==> src/rtl/multiplicador_seq8.sv <==
// Sequential 8x8 unsigned shift-and-add multiplier driving an external 8-bit ripple adder (Somador8Bits).
// Optional build macro ZERO_SKIP_EN: a zero operand skips the RUN phase and finishes in one cycle.
module multiplicador_seq8 (
  input  logic        clk,
  input  logic        rst,
  input  logic        start,
  input  logic [7:0]  a_in,
  input  logic [7:0]  b_in,
  output logic        ready,
  output logic        done,
  output logic [15:0] produto,
  output logic [7:0]  add_a,
  output logic [7:0]  add_b,
  output logic        add_cin,
  input  logic [7:0]  add_s,
  input  logic        add_cout
);

  localparam logic [1:0] IDLE = 2'd0;
  localparam logic [1:0] RUN  = 2'd1;
  localparam logic [1:0] DONE = 2'd2;

  logic [1:0]  state;
  logic [7:0]  m;
  logic [7:0]  acc;
  logic [7:0]  q;
  logic [3:0]  cnt;
  logic        zero_op;
  logic [15:0] shifted;

`ifdef ZERO_SKIP_EN
  assign zero_op = (a_in == 8'h00) || (b_in == 8'h00);
`else
  assign zero_op = 1'b0;
`endif

  // Adder result and the old LSB-shifted multiplier form the next {acc,q}; cout is the new top bit.
  assign shifted = {add_cout, add_s, q[7:1]};

  assign add_a   = acc;
  assign add_b   = q[0] ? m : 8'h00;
  assign add_cin = 1'b0;
  assign ready   = (state == IDLE);
  assign done    = (state == DONE);

  always_ff @(posedge clk) begin
    if (rst) begin
      state   <= IDLE;
      produto <= 16'h0000;
      acc     <= 8'h00;
      q       <= 8'h00;
      m       <= 8'h00;
      cnt     <= 4'd0;
    end else begin
      case (state)
        IDLE: begin
          if (start) begin
            m   <= a_in;
            q   <= b_in;
            acc <= 8'h00;
            cnt <= 4'd0;
            if (zero_op) begin
              state   <= DONE;
              produto <= 16'h0000;
            end else begin
              state <= RUN;
            end
          end
        end
        RUN: begin
          {acc, q} <= shifted;
          cnt      <= cnt + 4'd1;
          if (cnt == 4'd7) begin
            state   <= DONE;
            produto <= shifted;
          end
        end
        DONE: state <= IDLE;
        default: state <= IDLE;
      endcase
    end
  end

endmodule

==> config.mk <==
export PLATFORM = sky130hd
export DESIGN_NAME = multiplicador_seq8
export DESIGN_NICKNAME = d
export VERILOG_FILES = /design/src/rtl/multiplicador_seq8.sv
export SDC_FILE = /design/constraint.sdc
export NUM_CORES = 1
export LEC_CHECK = 0
export ABC_AREA = 1
export CORE_ASPECT_RATIO = 1.4
export CORE_MARGIN = 8
export CORE_UTILIZATION = 45
export DETAILED_ROUTE_END_ITERATION = 8
export GPL_ROUTABILITY_DRIVEN = 0
export PLACE_DENSITY = 0.78
export SYNTH_ARGS = -nofsm -noshare
export SYNTH_HDL_FRONTEND = slang
export SYNTH_SLANG_ARGS = --single-unit
export TNS_END_PERCENT = 10
==> constraint.sdc <==
create_clock -name clk -period 2.65 [get_ports clk]
set_input_delay 0.53 -clock clk [delete_from_list [all_inputs] [get_ports clk]]
set_output_delay 0.53 -clock clk [all_outputs]
set_load 0.03 [all_outputs]
==> results.sh, run 1 <==
export IMPL_outcome="finished clean"
export IMPL_cp_end_kind="output port"
export IMPL_num_vias=1882
export IMPL_finalCritPeriodShare_pct=83.14
export IMPL_ys_ff_latch=46
export IMPL_syn_nets=329
export IMPL_endpoint="ready"
export IMPL_grt_usage_pct=14.41
export IMPL_area_delta_synth_final_pct=36.11
export IMPL_grt_pass1_vias=1762
export IMPL_synthTopCellsByCount="79 x nand2_1, 53 x inv_1, 46 x dfxtp_1, 46 x nor2_1, 26 x nand3_1"
export IMPL_fp_dieW_um=72.78
export IMPL_yosysTopAreaCell="dfxtp_1"
export IMPL_start_util_pct=45.87
export IMPL_ys_top_cells_by_area="dfxtp_1 45%, nand2_1 15%, inv_1 9.8%, nor2_1 8.5%, nand3_1 6.4%"
export IMPL_critPathMaxStageDelay_ns=0.72
export IMPL_yosysSeqAreaShare_pct=45.35
export IMPL_crit_fanout=10
export IMPL_clockRootBuffer="clkbuf_8"
export IMPL_n_antenna_cell=0
export IMPL_drive_gt1_share_pct=4.432
export IMPL_grt_busiest_layer="met2"
export IMPL_worst_slew_pin_slew_ns=0.5331
export IMPL_core_um2=4427
export IMPL_cts_htree_levels=2
export IMPL_holdWs_ns=0.4859
export IMPL_post_cts_setup_buffers=0
export IMPL_skew_ns=0.004685
export IMPL_cts_tree="yes"
export IMPL_antenna_found_initial=0
export IMPL_rsz0062_at_grt="no"
export IMPL_critPathLaunchType="register"
export IMPL_hpwl_um=3559
export IMPL_synth_flop_cell="dfxtp_1"
export IMPL_drc=0
export IMPL_crit_required_ns=2.12
export IMPL_drt_wl_total_um=4869
export IMPL_clk_pin_slew_ns=0.08
export IMPL_setup_tns_ns=0
export IMPL_seq_power_share_pct=52.0
export IMPL_die_area_um2=6949
export IMPL_clkSinkCount=46
export IMPL_grt_max_degree=27
export IMPL_synth_top_area_share_pct=45.35
export IMPL_met1_usage_pct=16.45
export IMPL_finalCriticalPeriod_ns=2.203
export IMPL_powerDensity_nw_per_um2=521.1
export IMPL_dr_pass1_iters=4
export IMPL_syn_cell_area_um2=2031
export IMPL_synth_edf_count=0
export IMPL_portBuffers=61
export IMPL_max_freq_mhz=453.9
export IMPL_synth_async_reset_ratio_pct=0
export IMPL_critPathKind="reg2out"
export IMPL_regArea_um2=920.9
export IMPL_synth_avg_cell_area_um2=6.769
export IMPL_drtIter0Drc=151
export IMPL_slew_headroom_pct=64.38
export IMPL_ant_nets=0
export IMPL_overflow=0
export IMPL_fillCellCount=443
export IMPL_p_switching_mw=0.3960
export IMPL_rrSetupSlack_ns=1.01
export IMPL_hold_class="reg2reg"
export IMPL_hold_violations=0
export IMPL_ys_warn_count=0
export IMPL_met2_usage_pct=22.90
export IMPL_crit_chain="nor2_4 -> clkdlybuf4s50_1"
export IMPL_setup_viol=0
export IMPL_p_leak_nw=1.346
export IMPL_swShare_pct=27.49
export IMPL_multi_input_comb_area_um2=830.8
export IMPL_hold_buffers=0
export IMPL_intPower_mw=1.044
export IMPL_dieHeight_um=95.49
export IMPL_clkLatencyLatePin_ns=0.29
export IMPL_synthCells=300
export IMPL_cts_resized=0
export IMPL_timing_rr_end="add_a[2]$_SDFFE_PP0P_"
export IMPL_cts_buffers=5
export IMPL_nNetsFinal=389
export IMPL_clockBufferDepth=2
export IMPL_arrival_ns=1.67
export IMPL_rows=29
export IMPL_wl_per_cell_um=11.51
export IMPL_num_io_pins=63
export IMPL_yosysUniqueCellTypes=20
export IMPL_critPathLaunch="state[0]$_SDFFE_PP0P_"
export IMPL_critPathSlowestCell="clkdlybuf4s50_1"
export IMPL_vias_per_cell=4.449
export IMPL_worst_r2r_cell_count=4
export IMPL_comb_power_share_pct=17.5
export IMPL_drv_slew=0
export IMPL_grtUsageMet3_pct=5.684
export IMPL_drv_cap=0
export IMPL_grt_pass1_wl_um=7962
export IMPL_synth_most_common_cell="nand2_1"
export IMPL_peakVddDrop_mv=0.3654
export IMPL_pwr_share_clk_pct=30.4
export IMPL_rr_startpoint="state[0]$_SDFFE_PP0P_"
-- worst min-delay path by stage --
stage | cells after the start | slack, ns | start | endpoint
finish | 2 | 0.49 | produto[14]$_SDFFE_PP0P_ | produto[14]$_SDFFE_PP0P_
global route | 2 | 0.51 | m[3]$_SDFFE_PP0P_ | m[3]$_SDFFE_PP0P_
CTS | 2 | 0.49 | cnt[1]$_SDFFE_PP0P_ | cnt[1]$_SDFFE_PP0P_
detailed placement | 2 | 0.47 | m[3]$_SDFFE_PP0P_ | m[3]$_SDFFE_PP0P_
global placement | 2 | 0.46 | add_a[0]$_SDFFE_PP0P_ | add_a[0]$_SDFFE_PP0P_
floorplan | 2 | 0.45 | cnt[1]$_SDFFE_PP0P_ | cnt[1]$_SDFFE_PP0P_
-- layout make-up --
type | instances | share of cell area [%]
clock buffers | 7 | 3.124
multi-input cells | 187 | 30.06
flip-flops and latches | 46 | 33.32
repair buffers | 64 | 22.91
well taps | 62 | 2.807
inverters | 56 | 7.605
clock inverters | 1 | 0.1811
-- cells in the final DEF (no fill, tap or decap), drive strengths merged --
cell type	instances
o22ai	1
clkinv	3
dfxtp	46
clkbuf	7
ha	1
nand2	79
nand3b	8
nand3	26
inv	54
a21oi	3
conb	1
o21ai	18
clkdlybuf4s50	61
buf	3
nor2	50
-- kinds of logic after synthesis --
logic type               share of synthesized area [%]
AO/OA/AOI/OAI                                    5.668
adder cells (fa/ha/maj)                         0.6160
buffers and inverters                            13.74
flip-flops                                       45.35
other                                           0.1847
AND/OR/NAND/NOR                                  34.44
-- worst max-delay path, delay by kind of cell, from the launching register on --
family	cells	cell delay, ns
buffers and inverters	1	0.72
DFF	1	0.39
and+or+nand+nor	1	0.27
-- stage by stage --
stage | area [um2] | instances | worst slack, ns | total power [mW] | utilization (%)
2_1_floorplan | 2031 | 300 | 1.193 | 0.9247 | -
4_1_cts | 2764 | 423 | 0.4441 | 1.456 | 62.44
3_3_place_gp | 2673 | 415 | 0.6211 | 1.013 | 60.37
5_1_grt | 2764 | 423 | 0.3691 | 1.514 | 62.44
3_5_place_dp | 2673 | 415 | 0.5599 | 1.018 | 60.37
6_report | 2764 | 423 | 0.4469 | 1.440 | 62.44
-- metal layers --
metal	wire length [um]	part of all wire [%]
met1	2108	43
met2	2237	46
met3	436	9.0
met4	87	1.8
met5	0	0
-- power by group through the flow --
| stage | Combinational, mW | Sequential (mW) | Clock (mW) |
|---|---|---|---|
| after global placement | 0.249 | 0.764 | 0 |
| after floorplan | 0.152 | 0.772 | 0 |
| after global routing | 0.284 | 0.754 | 0.477 |
| after detailed placement | 0.253 | 0.765 | 0 |
| final | 0.253 | 0.749 | 0.438 |
| after CTS | 0.254 | 0.749 | 0.453 |
-- state kept, by name, summed over array words and instances (netlist names) --
register and flops:
m 8, produto 16, q 8, state 2, add_a 8, cnt 4
(Power assumes the default switching activity.)
==> run 2, diff against run 1 <==
==> constraint.sdc (replaced) <==
create_clock -name clk -period 2.1 [get_ports clk]
set_input_delay 0.42 -clock clk [delete_from_list [all_inputs] [get_ports clk]]
set_output_delay 0.42 -clock clk [all_outputs]
set_load 0.03 [all_outputs]
==> run 2 against run 1 <==
Effect of this change:
- die area did not move
- flip-flop and latch count did not move
- first-iteration DRC count decreased by 7.9%
- register-to-register slack got worse by 0.48 ns
- global-route usage rose by 0.065 points
- combinational power up 30%
- clock skew grew 0.0027 ns
- via count is 1.4% higher
- critical path depth up 1
- sequential power up 26%
- cell area rose by 1.2%
- non-clock buffer count is 4 higher
- critical path type unchanged
- largest cell class unchanged
- highest routed layer unchanged
==> results.sh, run 2 (synthesized netlist as in run 1, its figures left out) <==
export IMPL_outcome="finished clean"
export IMPL_cts_tree="yes"
export IMPL_critPathLaunchType="register"
export IMPL_hpwl_um=3625
export IMPL_rsz0062_at_grt="no"
export IMPL_crit_chain="nand2_1 -> inv_1 -> clkdlybuf4s50_1"
export IMPL_cp_end_kind="output port"
export IMPL_area_delta_synth_final_pct=37.71
export IMPL_dpl_worst_slack_ns=0.3432
export IMPL_arrival_ns=1.60
export IMPL_nNetsFinal=393
export IMPL_fp_dieW_um=72.78
export IMPL_grt_usage_pct=14.48
export IMPL_setup_viol=0
export IMPL_drive_gt1_share_pct=5.479
export IMPL_die_area_um2=6949
export IMPL_wl_per_cell_um=11.22
export IMPL_overflow=0
export IMPL_drv_slew=0
export IMPL_largest_reg_flops=16
export IMPL_fin_util_pct=63.17
export IMPL_regMostFlops="produto"
export IMPL_powerDensity_nw_per_um2=648.7
export IMPL_clockRootBuffer="clkbuf_8"
export IMPL_crit_required_ns=1.68
export IMPL_core_um2=4427
export IMPL_portBuffers=61
export IMPL_hold_class="reg2reg"
export IMPL_worst_path_buf_inv=2
export IMPL_rows=29
export IMPL_hold_start="add_a[4]$_SDFFE_PP0P_"
export IMPL_hold_buffers=0
export IMPL_clockBufferDepth=2
export IMPL_rr_startpoint="state[0]$_SDFFE_PP0P_"
export IMPL_holdWs_ns=0.4826
export IMPL_num_vias=1909
export IMPL_p_leak_nw=1.384
export IMPL_hold_violations=0
export IMPL_finalCriticalPeriod_ns=2.024
export IMPL_whs_path_depth=2
export IMPL_dr_pass1_iters=4
export IMPL_dieHeight_um=95.49
export IMPL_drv_cap=0
export IMPL_vias_per_cell=4.471
export IMPL_start_util_pct=45.87
export IMPL_n_antenna_cell=0
export IMPL_fin_ws_ns=0.07608
export IMPL_drt_wl_total_um=4793
export IMPL_timing_rr_end="m[0]$_SDFFE_PP0P_"
export IMPL_cts_htree_levels=2
export IMPL_peakVddDrop_mv=0.5097
export IMPL_crit_family="buffers and inverters"
export IMPL_cts_buffers=5
export IMPL_clk_pin_slew_ns=0.08
export IMPL_drtIter0Drc=139
export IMPL_max_freq_mhz=494.1
export IMPL_finalCritPeriodShare_pct=96.38
export IMPL_ant_nets=0
export IMPL_grt_pass1_vias=1920
export IMPL_antenna_found_initial=0
export IMPL_num_io_pins=63
export IMPL_crit_fanout=9
export IMPL_layout_commonest_cell="nand2_1"
export IMPL_drc=0
export IMPL_min_to="add_a[4]$_SDFFE_PP0P_"
export IMPL_critPathMaxStageDelay_ns=0.67
export IMPL_grt_pass1_wl_um=7962
export IMPL_skew_ns=0.007424
export IMPL_rrSetupSlack_ns=0.53
export IMPL_total_power_mw=1.814
export IMPL_clkSinkCount=46
export IMPL_setup_tns_ns=0
export IMPL_fillCellCount=443
export IMPL_mostFrequentLayoutCells="79 x nand2_1, 60 x clkdlybuf4s50_1, 53 x inv_1, 46 x nor2_1, 46 x dfxtp_1"
export IMPL_grt_max_degree=20
export IMPL_critPathSlowestCell="clkdlybuf4s50_1"
export IMPL_critPathKind="reg2out"
export IMPL_clkLatencyLatePin_ns=0.30
export IMPL_worst_r2r_cell_count=6
-- run 2: power breakdown --
group / total [mW] / switching, mW / internal (mW)
registers: 0.945 / 0.0272 / 0.918
clock network: 0.541 / 0.276 / 0.265
logic: 0.328 / 0.186 / 0.143
-- run 2: layout make-up --
type	instances	area [um2]	area share [%]
Sequential cell	46	920.9	32.93
Clock buffer	7	86.33	3.087
Multi-Input combinational cell	187	830.8	29.71
Timing Repair Buffer	68	665.6	23.80
Tap cell	62	77.57	2.774
Inverter	56	210.2	7.517
Clock inverter	1	5.005	0.1790
-- run 2: stage by stage --
step                instance area (um2)  std cells
global route                       2796        427
floorplan                          2031        300
CTS                                2794        427
finish                             2796        427
global placement                   2703        419
detailed placement                 2703        419
-- run 2: worst max path at each step --
stage | start | end | depth (start not counted)
after floorplan | state[1]$_SDFFE_PP0P_ | done | 2
after global placement | rst | produto[2]$_SDFFE_PP0P_ | 6
after detailed placement | state[1]$_SDFFE_PP0P_ | done | 3
after CTS | state[1]$_SDFFE_PP0P_ | done | 3
after global routing | q[0]$_SDFFE_PP0P_ | add_b[2] | 3
final | q[0]$_SDFFE_PP0P_ | add_b[7] | 3
-- run 2: per-layer routing --
layer / vias to the layer above / GRT usage, % / share of wire [%]
met5: - / 0 / 0
met4: 0 / 7.203 / 1.8
met3: 9 / 7.579 / 10
met2: 58 / 25.37 / 49
met1: 817 / 13.42 / 39
li1: 1025 / - / -
-- run 2: worst reg2reg max path: cells and delay by family (launching register included) --
kind / cells / cell delay, ns
buffers and inverters: 2 / 0.44
flip-flops: 1 / 0.47
AND/OR/NAND/NOR: 4 / 0.56
-- run 2: what timing repair did --
| item | CTS | global route |
|---|---|---|
| resized for setup | 0 | 1 |
| endpoints found under the setup margin | 0 | 1 |
| buffers inserted | 0 | 0 |
==> run 3, diff against run 2 <==
--- a/config.mk
+++ b/config.mk
@@ -6,12 +6,14 @@
 export NUM_CORES = 1
 export LEC_CHECK = 0
 export ABC_AREA = 1
+export CAP_MARGIN = 10
 export CORE_ASPECT_RATIO = 1.4
 export CORE_MARGIN = 8
-export CORE_UTILIZATION = 45
+export CORE_UTILIZATION = 46
 export DETAILED_ROUTE_END_ITERATION = 8
 export GPL_ROUTABILITY_DRIVEN = 0
-export PLACE_DENSITY = 0.78
+export PLACE_DENSITY = 0.79
+export SETUP_SLACK_MARGIN = 0.05
 export SYNTH_ARGS = -nofsm -noshare
 export SYNTH_HDL_FRONTEND = slang
 export SYNTH_SLANG_ARGS = --single-unit
==> run 3 against run 2 <==
Effect of this change:
- clock skew fell by 0.0026 ns
- worst hold slack improved by 0.00088 ns
- critical path depth fell by 1
- flip-flop and latch count did not move
- clock power barely moved
- sequential share of layout area rose by 0.089 points
- cell count fell by 0.47%
- via count rose by 1.9%
- sequential power barely moved
- first-iteration DRC count fell by 3.6%
- largest cell class unchanged
==> results.sh, run 3 (synthesized netlist as in run 1, its figures left out) <==
export IMPL_outcome="finished clean"
export IMPL_critPathMaxStageDelay_ns=0.70
export IMPL_hold_class="reg2reg"
export IMPL_overflow=0
export IMPL_setup_viol=0
export IMPL_start_util_pct=47.90
export IMPL_peakVddDrop_mv=0.4474
export IMPL_die_area_um2=6827
export IMPL_grt_max_degree=31
export IMPL_grt_pass1_wl_um=8079
export IMPL_crit_required_ns=1.68
export IMPL_finalCriticalPeriod_ns=1.960
export IMPL_grt_pass1_vias=1929
export IMPL_antenna_found_initial=0
export IMPL_cts_buffers=5
export IMPL_core_um2=4239
export IMPL_crit_fanout=5
export IMPL_worst_r2r_cell_count=7
export IMPL_cp_depth=2
export IMPL_worst_path_buf_inv=1
export IMPL_dieHeight_um=94.62
export IMPL_rows=28
export IMPL_arrival_ns=1.54
export IMPL_clockBufferDepth=2
export IMPL_skew_ns=0.004819
export IMPL_num_vias=1945
export IMPL_nNetsFinal=393
export IMPL_post_cts_setup_buffers=0
export IMPL_drtIter0Drc=134
export IMPL_drv_slew=0
export IMPL_clkSinkCount=46
export IMPL_finalCritPeriodShare_pct=93.35
export IMPL_hold_violations=0
export IMPL_critPathLaunchType="register"
export IMPL_portBuffers=61
export IMPL_max_freq_mhz=510.1
export IMPL_fin_util_pct=65.88
export IMPL_drive_gt1_share_pct=6.027
export IMPL_num_io_pins=63
export IMPL_setup_tns_ns=0
export IMPL_wl_per_cell_um=11.39
export IMPL_mostFrequentLayoutCells="79 x nand2_1, 59 x clkdlybuf4s50_1, 53 x inv_1, 46 x nor2_1, 45 x dfxtp_1"
export IMPL_p_leak_nw=1.384
export IMPL_rsz0062_at_grt="no"
export IMPL_n_antenna_cell=0
export IMPL_crit_chain="nor2_4 -> clkdlybuf4s50_1"
export IMPL_layout_commonest_cell="nand2_1"
export IMPL_clkLatencyLatePin_ns=0.30
export IMPL_clk_pin_slew_ns=0.09
export IMPL_cp_end_kind="output port"
export IMPL_grt_usage_pct=14.83
export IMPL_rrSetupSlack_ns=0.63
export IMPL_clockRootBuffer="clkbuf_8"
export IMPL_drt_wl_total_um=4842
export IMPL_whs_path_depth=2
export IMPL_drv_cap=0
export IMPL_cts_htree_levels=2
export IMPL_vias_per_cell=4.576
export IMPL_critPathSlowestCell="clkdlybuf4s50_1"
export IMPL_area_delta_synth_final_pct=37.52
export IMPL_largest_reg_flops=16
export IMPL_ant_nets=0
export IMPL_crit_family="buffers and inverters"
export IMPL_drc=0
export IMPL_dr_pass1_iters=4
export IMPL_critPathKind="reg2out"
export IMPL_hpwl_um=3595
export IMPL_powerDensity_nw_per_um2=649.0
export IMPL_fillCellCount=392
export IMPL_regMostFlops="produto"
export IMPL_cts_tree="yes"
export IMPL_fp_dieW_um=72.16
export IMPL_hold_buffers=0
==> run 3: cell count changes in the layout (fill, tap and decap cells not counted) <==
cell             previous run  this run
clkbuf_8                    6         5
dlygate4sd2_1               0         1
dfxtp_1                    46        45
clkbuf_1                    1         0
clkinv_4                    0         1
clkinvlp_4                  0         1
clkdlybuf4s50_1            60        59
dfxtp_2                     0         1
==> run 3: per-layer routing <==
metal	up-vias	share of wire [%]	global-route usage [%]
li1	1025	-	-
met1	866	40	13.82
met2	49	49	27.42
met3	5	9.6	6.787
met4	0	1.1	5.470
met5	-	0	0
==> run 3: power breakdown <==
group          internal (mW)  switching [mW]
clock network          0.234           0.304
registers              0.918          0.0271
logic                  0.143           0.187
total                   1.29           0.518
==> run 3: worst paths after layout <==
kind | start | to
setup / recovery | state[0]$_SDFFE_PP0P_ | ready
hold / removal | add_a[3]$_SDFFE_PP0P_ | add_a[3]$_SDFFE_PP0P_
hold reg to reg | add_a[3]$_SDFFE_PP0P_ | add_a[3]$_SDFFE_PP0P_
setup reg to reg | cnt[0]$_SDFFE_PP0P_ | produto[1]$_SDFFE_PP0P_
==> run 3: worst register-to-register path, cell delays in order, from the launching register on <==
cell	delay (ns)
dfxtp_1	0.38
ha_1	0.20
nand2_1	0.11
nor2_4	0.25
nand2_1	0.27
nand2_1	0.12
nand2_1	0.06
inv_1	0.04
==> run 3: what timing repair did <==
action | CTS | global route
cloned | 0 | 0
endpoints found under the setup margin | 3 | 8
gates resized for setup | 1 | 2
hold endpoints to repair | 0 | 0
==> run 3: metrics by stage <==
step	instance area [um2]	total power [mW]	hold WS [ns]	setup WS (ns)	std cells
final	2793	1.812	0.4835	0.1397	425
after global routing	2793	1.901	0.5114	0.09207	425
after CTS	2789	1.834	0.4895	0.03266	425
after detailed placement	2700	1.297	0.4720	0.3413	417
after global placement	2700	1.291	0.4623	0.3738	417
after floorplan	2031	1.167	0.4497	0.7527	300
==> run 3: layout make-up <==
type,count,area [um2],share of cell area (%)
Clock buffer,5,68.82,2.464
Timing Repair Buffer,68,664.4,23.79
Multi-Input combinational cell,187,830.8,29.75
Clock inverter,3,21.27,0.7616
Tap cell,60,75.07,2.688
Inverter,56,210.2,7.527
Sequential cell,46,922.1,33.02
